**src/rtl/clk_div_mon_pkg.sv**
```systemverilog
// Shared types and constants for the divided-clock monitor.
package clk_div_mon_pkg;

  typedef enum logic [1:0] {
    IDLE    = 2'd0,
    MEASURE = 2'd1,
    LOCKED  = 2'd2
  } mon_state_t;

  localparam int P2_DEF     = 2;
  localparam int P4_DEF     = 4;
  localparam int P10_DEF    = 10;
  localparam int LOCK_N_DEF = 4;

  // Period counter must hold values up to 2*P (the timeout point).
  function automatic int cnt_width(input int p);
    return $clog2(2 * p + 1);
  endfunction

endpackage

```
**src/rtl/div_chan_mon.sv**
```systemverilog
// One monitored channel: input capture, rising-edge strobe, period
// counter with timeout, and a lock/error state machine.
module div_chan_mon
  import clk_div_mon_pkg::*;
#(
  parameter int P      = P2_DEF,
  parameter int LOCK_N = LOCK_N_DEF
) (
  input  logic clk,
  input  logic rst,
  input  logic div_in,
  input  logic err_clr,
  output logic rise,
  output logic locked,
  output logic err
);

  localparam int            CW        = cnt_width(P);
  localparam logic [CW-1:0] CNT_ONE   = CW'(1);
  localparam logic [CW-1:0] CNT_PER   = CW'(P);
  localparam logic [CW-1:0] CNT_MAX   = CW'(2 * P);
  localparam logic [CW-1:0] CNT_PRE   = CW'(2 * P - 1);
  localparam logic [3:0]    GOOD_LOCK = 4'(LOCK_N);

  logic          s0;
  logic          s1;
  logic          e;
  logic [CW-1:0] cnt;
  logic [3:0]    good;
  logic [3:0]    good_inc;
  logic          period_ok;
  logic          timeout;
  logic          active;
  logic          err_set;
  mon_state_t    state;

  assign e         = s0 & ~s1;
  assign period_ok = (cnt == CNT_PER);
  // The edge on which cnt would step onto 2*P with no input edge.
  assign timeout   = ~e & (cnt == CNT_PRE);
  assign active    = (state == MEASURE) | (state == LOCKED);
  assign err_set   = active & ((e & ~period_ok) | timeout);
  assign good_inc  = good + 4'd1;

  // Two-flop capture of the divided clock and registered edge strobe.
  always_ff @(posedge clk or posedge rst) begin
    if (rst) begin
      s0   <= 1'b0;
      s1   <= 1'b0;
      rise <= 1'b0;
    end else begin
      s0   <= div_in;
      s1   <= s0;
      rise <= e;
    end
  end

  // Cycles since the last edge; restarts at 1 and saturates at 2*P.
  always_ff @(posedge clk or posedge rst) begin
    if (rst) begin
      cnt <= '0;
    end else if (e) begin
      cnt <= CNT_ONE;
    end else if (cnt != CNT_MAX) begin
      cnt <= cnt + CNT_ONE;
    end
  end

  // Lock state machine with registered lock flag and sticky error.
  always_ff @(posedge clk or posedge rst) begin
    if (rst) begin
      state  <= IDLE;
      good   <= 4'd0;
      locked <= 1'b0;
      err    <= 1'b0;
    end else begin
      // A new error outranks a simultaneous clear.
      if (err_set) begin
        err <= 1'b1;
      end else if (err_clr) begin
        err <= 1'b0;
      end

      case (state)
        IDLE: begin
          if (e) begin
            state <= MEASURE;
            good  <= 4'd0;
          end
        end
        MEASURE: begin
          if (e) begin
            if (period_ok) begin
              good <= good_inc;
              if (good_inc == GOOD_LOCK) begin
                state  <= LOCKED;
                locked <= 1'b1;
              end
            end else begin
              good <= 4'd0;
            end
          end else if (timeout) begin
            state <= IDLE;
          end
        end
        LOCKED: begin
          if (e) begin
            if (!period_ok) begin
              state  <= MEASURE;
              locked <= 1'b0;
              good   <= 4'd0;
            end
          end else if (timeout) begin
            state  <= IDLE;
            locked <= 1'b0;
          end
        end
        default: begin
          state  <= IDLE;
          locked <= 1'b0;
          good   <= 4'd0;
        end
      endcase
    end
  end

endmodule

```
**src/rtl/clk_div_monitor.sv**
```systemverilog
// Health monitor for the /2, /4 and /10 divider outputs: three
// independent channel monitors with their outputs packed into buses.
module clk_div_monitor
  import clk_div_mon_pkg::*;
#(
  parameter int LOCK_N = LOCK_N_DEF,
  parameter int P2     = P2_DEF,
  parameter int P4     = P4_DEF,
  parameter int P10    = P10_DEF
) (
  input  logic       clk,
  input  logic       rst,
  input  logic       div2_in,
  input  logic       div4_in,
  input  logic       div10_in,
  input  logic       err_clr,
  output logic [2:0] rise,
  output logic [2:0] locked,
  output logic [2:0] err
);

  div_chan_mon #(.P(P2), .LOCK_N(LOCK_N)) u_ch0 (
    .clk     (clk),
    .rst     (rst),
    .div_in  (div2_in),
    .err_clr (err_clr),
    .rise    (rise[0]),
    .locked  (locked[0]),
    .err     (err[0])
  );

  div_chan_mon #(.P(P4), .LOCK_N(LOCK_N)) u_ch1 (
    .clk     (clk),
    .rst     (rst),
    .div_in  (div4_in),
    .err_clr (err_clr),
    .rise    (rise[1]),
    .locked  (locked[1]),
    .err     (err[1])
  );

  div_chan_mon #(.P(P10), .LOCK_N(LOCK_N)) u_ch2 (
    .clk     (clk),
    .rst     (rst),
    .div_in  (div10_in),
    .err_clr (err_clr),
    .rise    (rise[2]),
    .locked  (locked[2]),
    .err     (err[2])
  );

endmodule

```
**config.mk**
```make
export PLATFORM = sky130hd
export DESIGN_NAME = clk_div_monitor
export DESIGN_NICKNAME = d
export VERILOG_FILES = /design/src/rtl/clk_div_mon_pkg.sv /design/src/rtl/div_chan_mon.sv /design/src/rtl/clk_div_monitor.sv
export SDC_FILE = /design/constraint.sdc
export NUM_CORES = 1
export LEC_CHECK = 0
export ABC_AREA = 0
export CAP_MARGIN = 40
export CORE_MARGIN = 1
export CORE_UTILIZATION = 30
export DETAILED_ROUTE_END_ITERATION = 12
export PLACE_DENSITY = 0.52
export SYNTH_ARGS = -nofsm -noshare
export SYNTH_HDL_FRONTEND = slang
export SYNTH_SLANG_ARGS = --single-unit
```
**constraint.sdc**
```tcl
create_clock -name clk -period 4.5 [get_ports clk]
set_input_delay 0.675 -clock clk [delete_from_list [all_inputs] [get_ports clk]]
set_output_delay 0.675 -clock clk [all_outputs]
set_load 0.05 [all_outputs]
```
==> flow_summary.yaml <==
global_route:
  grt_pass1_wl_mm: 7.872
  overflow: 0
  grt_pass1_vias: 1751
  grt_antenna_before_repair: 0
  grt_max_degree: 37
  grt_usage_pct: 10.97
drt:
  wl_met3_um: 107
  avgRoutedWirePerCell_um: 11.94
  ant_nets: 0
  wirelength_met1_mm: 2.343
  routed-wl-met2_mm: 2.159
  firstDrtPassIters: 4
  drt-total-wl_mm: 4.668
  highest_layer: "met4"
  drtIter0Drc: 36
  viasPerCell: 4.793
  drc_errors: 0
  num_vias: 1874
final_layout:
  final_util_pct: 34.62
  stdcell_count: 391
  drive_above_1_share_pct: 8.834
  final_nets: 314
  register_area_mm2: 0.001126
  mostFrequentLayoutCells: "dfrtp_1, ha_1, o21ai_0, inv_1"
  syn2layout_area_growth_pct: 12.46
  multiInputGateArea_mm2: 0.001355
  final_cell_area_mm2: 0.003004
  final_common_cell: "dfrtp_1"
  antenna_cells: 0
  fillers: 901
clock_tree:
  htreeDepth: 2
  cts_tree: "yes"
  cts_setup_buffers: 0
  clock_sinks: 45
  clock_latency_ps: 300
  clkSlewWorstSetupHoldPaths_ps: 90
  clk_path_buf_depth: 2
  cts_made_buffers: 5
  ctsHoldBuffers: 0
  ctsResizeCount: 0
  cts_root_buf: "clkbuf_8"
status:
  outcome: "complete, no violations"
placement:
  gp_congestion: 0.7812
  place_hpwl_mm: 3.492
  dp_cells: 383
  io_buffers: 14
  place_area_mm2: 0.002870
  dp_worst_setup_slack_ps: 2531
sta:
  fin_ws_ps: 2361
  tightest_slew_ps: 506.2
  min_period_ps: 2139
  rsz0062_at_grt: "no"
  tns_ps: 0
  finalHoldViolCount: 0
  fmax_mhz: 467.4
  hold_ws_ps: 400.0
  finalMaxSlewViolations: 0
  slew_headroom_pct: 66.15
  finClkSkew_ps: 7.284
  setup_viol: 0
  period_share_pct: 47.54
setup_path:
  crit_path_end_kind: "primary output"
  cp_cell_sequence: "clkdlybuf4s50_1"
  slowest_stage: "clkdlybuf4s50_1"
  max_stage_delay_ps: 810
  critPathMaxFanout: 2
  worstPathRequired_ps: 3830
  start_kind: "flop"
  critical-path-top-delay-family: "buffers and inverters"
  crit_type: "reg2out"
  crit_arrival_ps: 1460
  worst-path-buf-inv: 1
synth:
  syn-num-nets: 306
  syn_inst: 274
  ys_warn_count: 0
  synth_edf_count: 0
  yosysSeqAreaShare_pct: 42.15
  synth.distinct_cells: 60
  synthesis.area_mm2: 0.002671
  synth_flop_cell: "dfrtp_1"
  avgSynthCellArea_um2: 9.749
  async_flop_share_pct: 100.0
  synth_seq_cells: 45
floorplan:
  dieArea_mm2: 0.009285
  core_region_area_mm2: 0.008678
  die_width_um: 96.36
  rows: 34
  die_h_um: 96.36
  io_pins: 15
  start_util_pct: 30.78
power:
  power.leakage_nw: 1.370
  ir_worst_vdd_mv: 0.2104
  pwr_density_cell_mw_per_mm2: 509.4
  total_power_mw: 1.530
worst_hold_path:
  worstHoldPathType: "reg2reg"
run:
  cap_violations: 0
==> Yosys cell counts (5+ instances only) <==
cell / n / area share [%]
a21oi_1: 20 / 3.7
buf_4: 9 / 2.5
dfrtp_1: 45 / 42
ha_1: 26 / 12
inv_1: 24 / 3.4
nand2_1: 20 / 2.8
nand2b_1: 5 / 1.2
nand3_1: 8 / 1.5
nor2_1: 16 / 2.2
o21ai_0: 25 / 4.7
==> metal layers <==
layer	GRT usage (%)	up-vias
met5	0	-
met4	3.309	0
met3	2.607	6
met2	18.50	18
met1	13.87	897
li1	-	953
==> flip-flops by register name, indices dropped and copies added (netlist names), 2 cells and up <==
signal / count
u_ch2.state: 2
u_ch1.state: 2
u_ch2.cnt: 5
u_ch0.state: 2
u_ch0.good: 4
u_ch1.cnt: 4
u_ch0.cnt: 3
u_ch2.good: 4
u_ch1.good: 4
==> kinds of logic after synthesis <==
family / Yosys count / share of synthesized area [%]
XOR/XNOR: 8 / 2.623
buffers and inverters: 39 / 7.119
adder cells (fa/ha/maj): 26 / 12.18
AO/OA/AOI/OAI: 67 / 15.88
AND/OR/NAND/NOR: 83 / 17.47
multiplexers: 6 / 2.576
flip-flops: 45 / 42.15
==> power by group <==
part	total, mW	internal, mW	leakage (nW)	switching [mW]
combinational	0.597	0.259	0.721	0.338
clock	0.360	0.221	0.0681	0.139
sequential	0.574	0.489	0.581	0.0849
==> area by class of cell <==
class	count	share of cell area, %
Multi-Input combinational cell	190	45.11
Sequential cell	45	37.48
Inverter	25	3.124
Clock inverter	3	2.166
Clock buffer	5	2.291
Tap cell	108	4.498
Timing Repair Buffer	15	5.331
==> final timing paths <==
kind | slack (ps) | depth (start not counted) | startpoint | end
worst max-delay path | 2360 | 1 | u_ch1.locked$_DFFE_PP0P_ | locked[1]
worst min-delay path | 400 | 0 | u_ch2.s0$_DFF_PP0_ | u_ch2.s1$_DFF_PP0_
worst min register to register | 400 | 0 | u_ch2.s0$_DFF_PP0_ | u_ch2.s1$_DFF_PP0_
max in group asynchronous | 3420 | 3 | rst | u_ch0.good[1]$_DFFE_PP0P_
worst max register to register | 2520 | 6 | u_ch2.good[0]$_DFFE_PP0P_ | u_ch2.state[0]$_DFFE_PP0P_
min in group asynchronous | 620 | 2 | rst | u_ch1.rise$_DFF_PP0_
No activity file was read; power rests on OpenSTA's default activity.
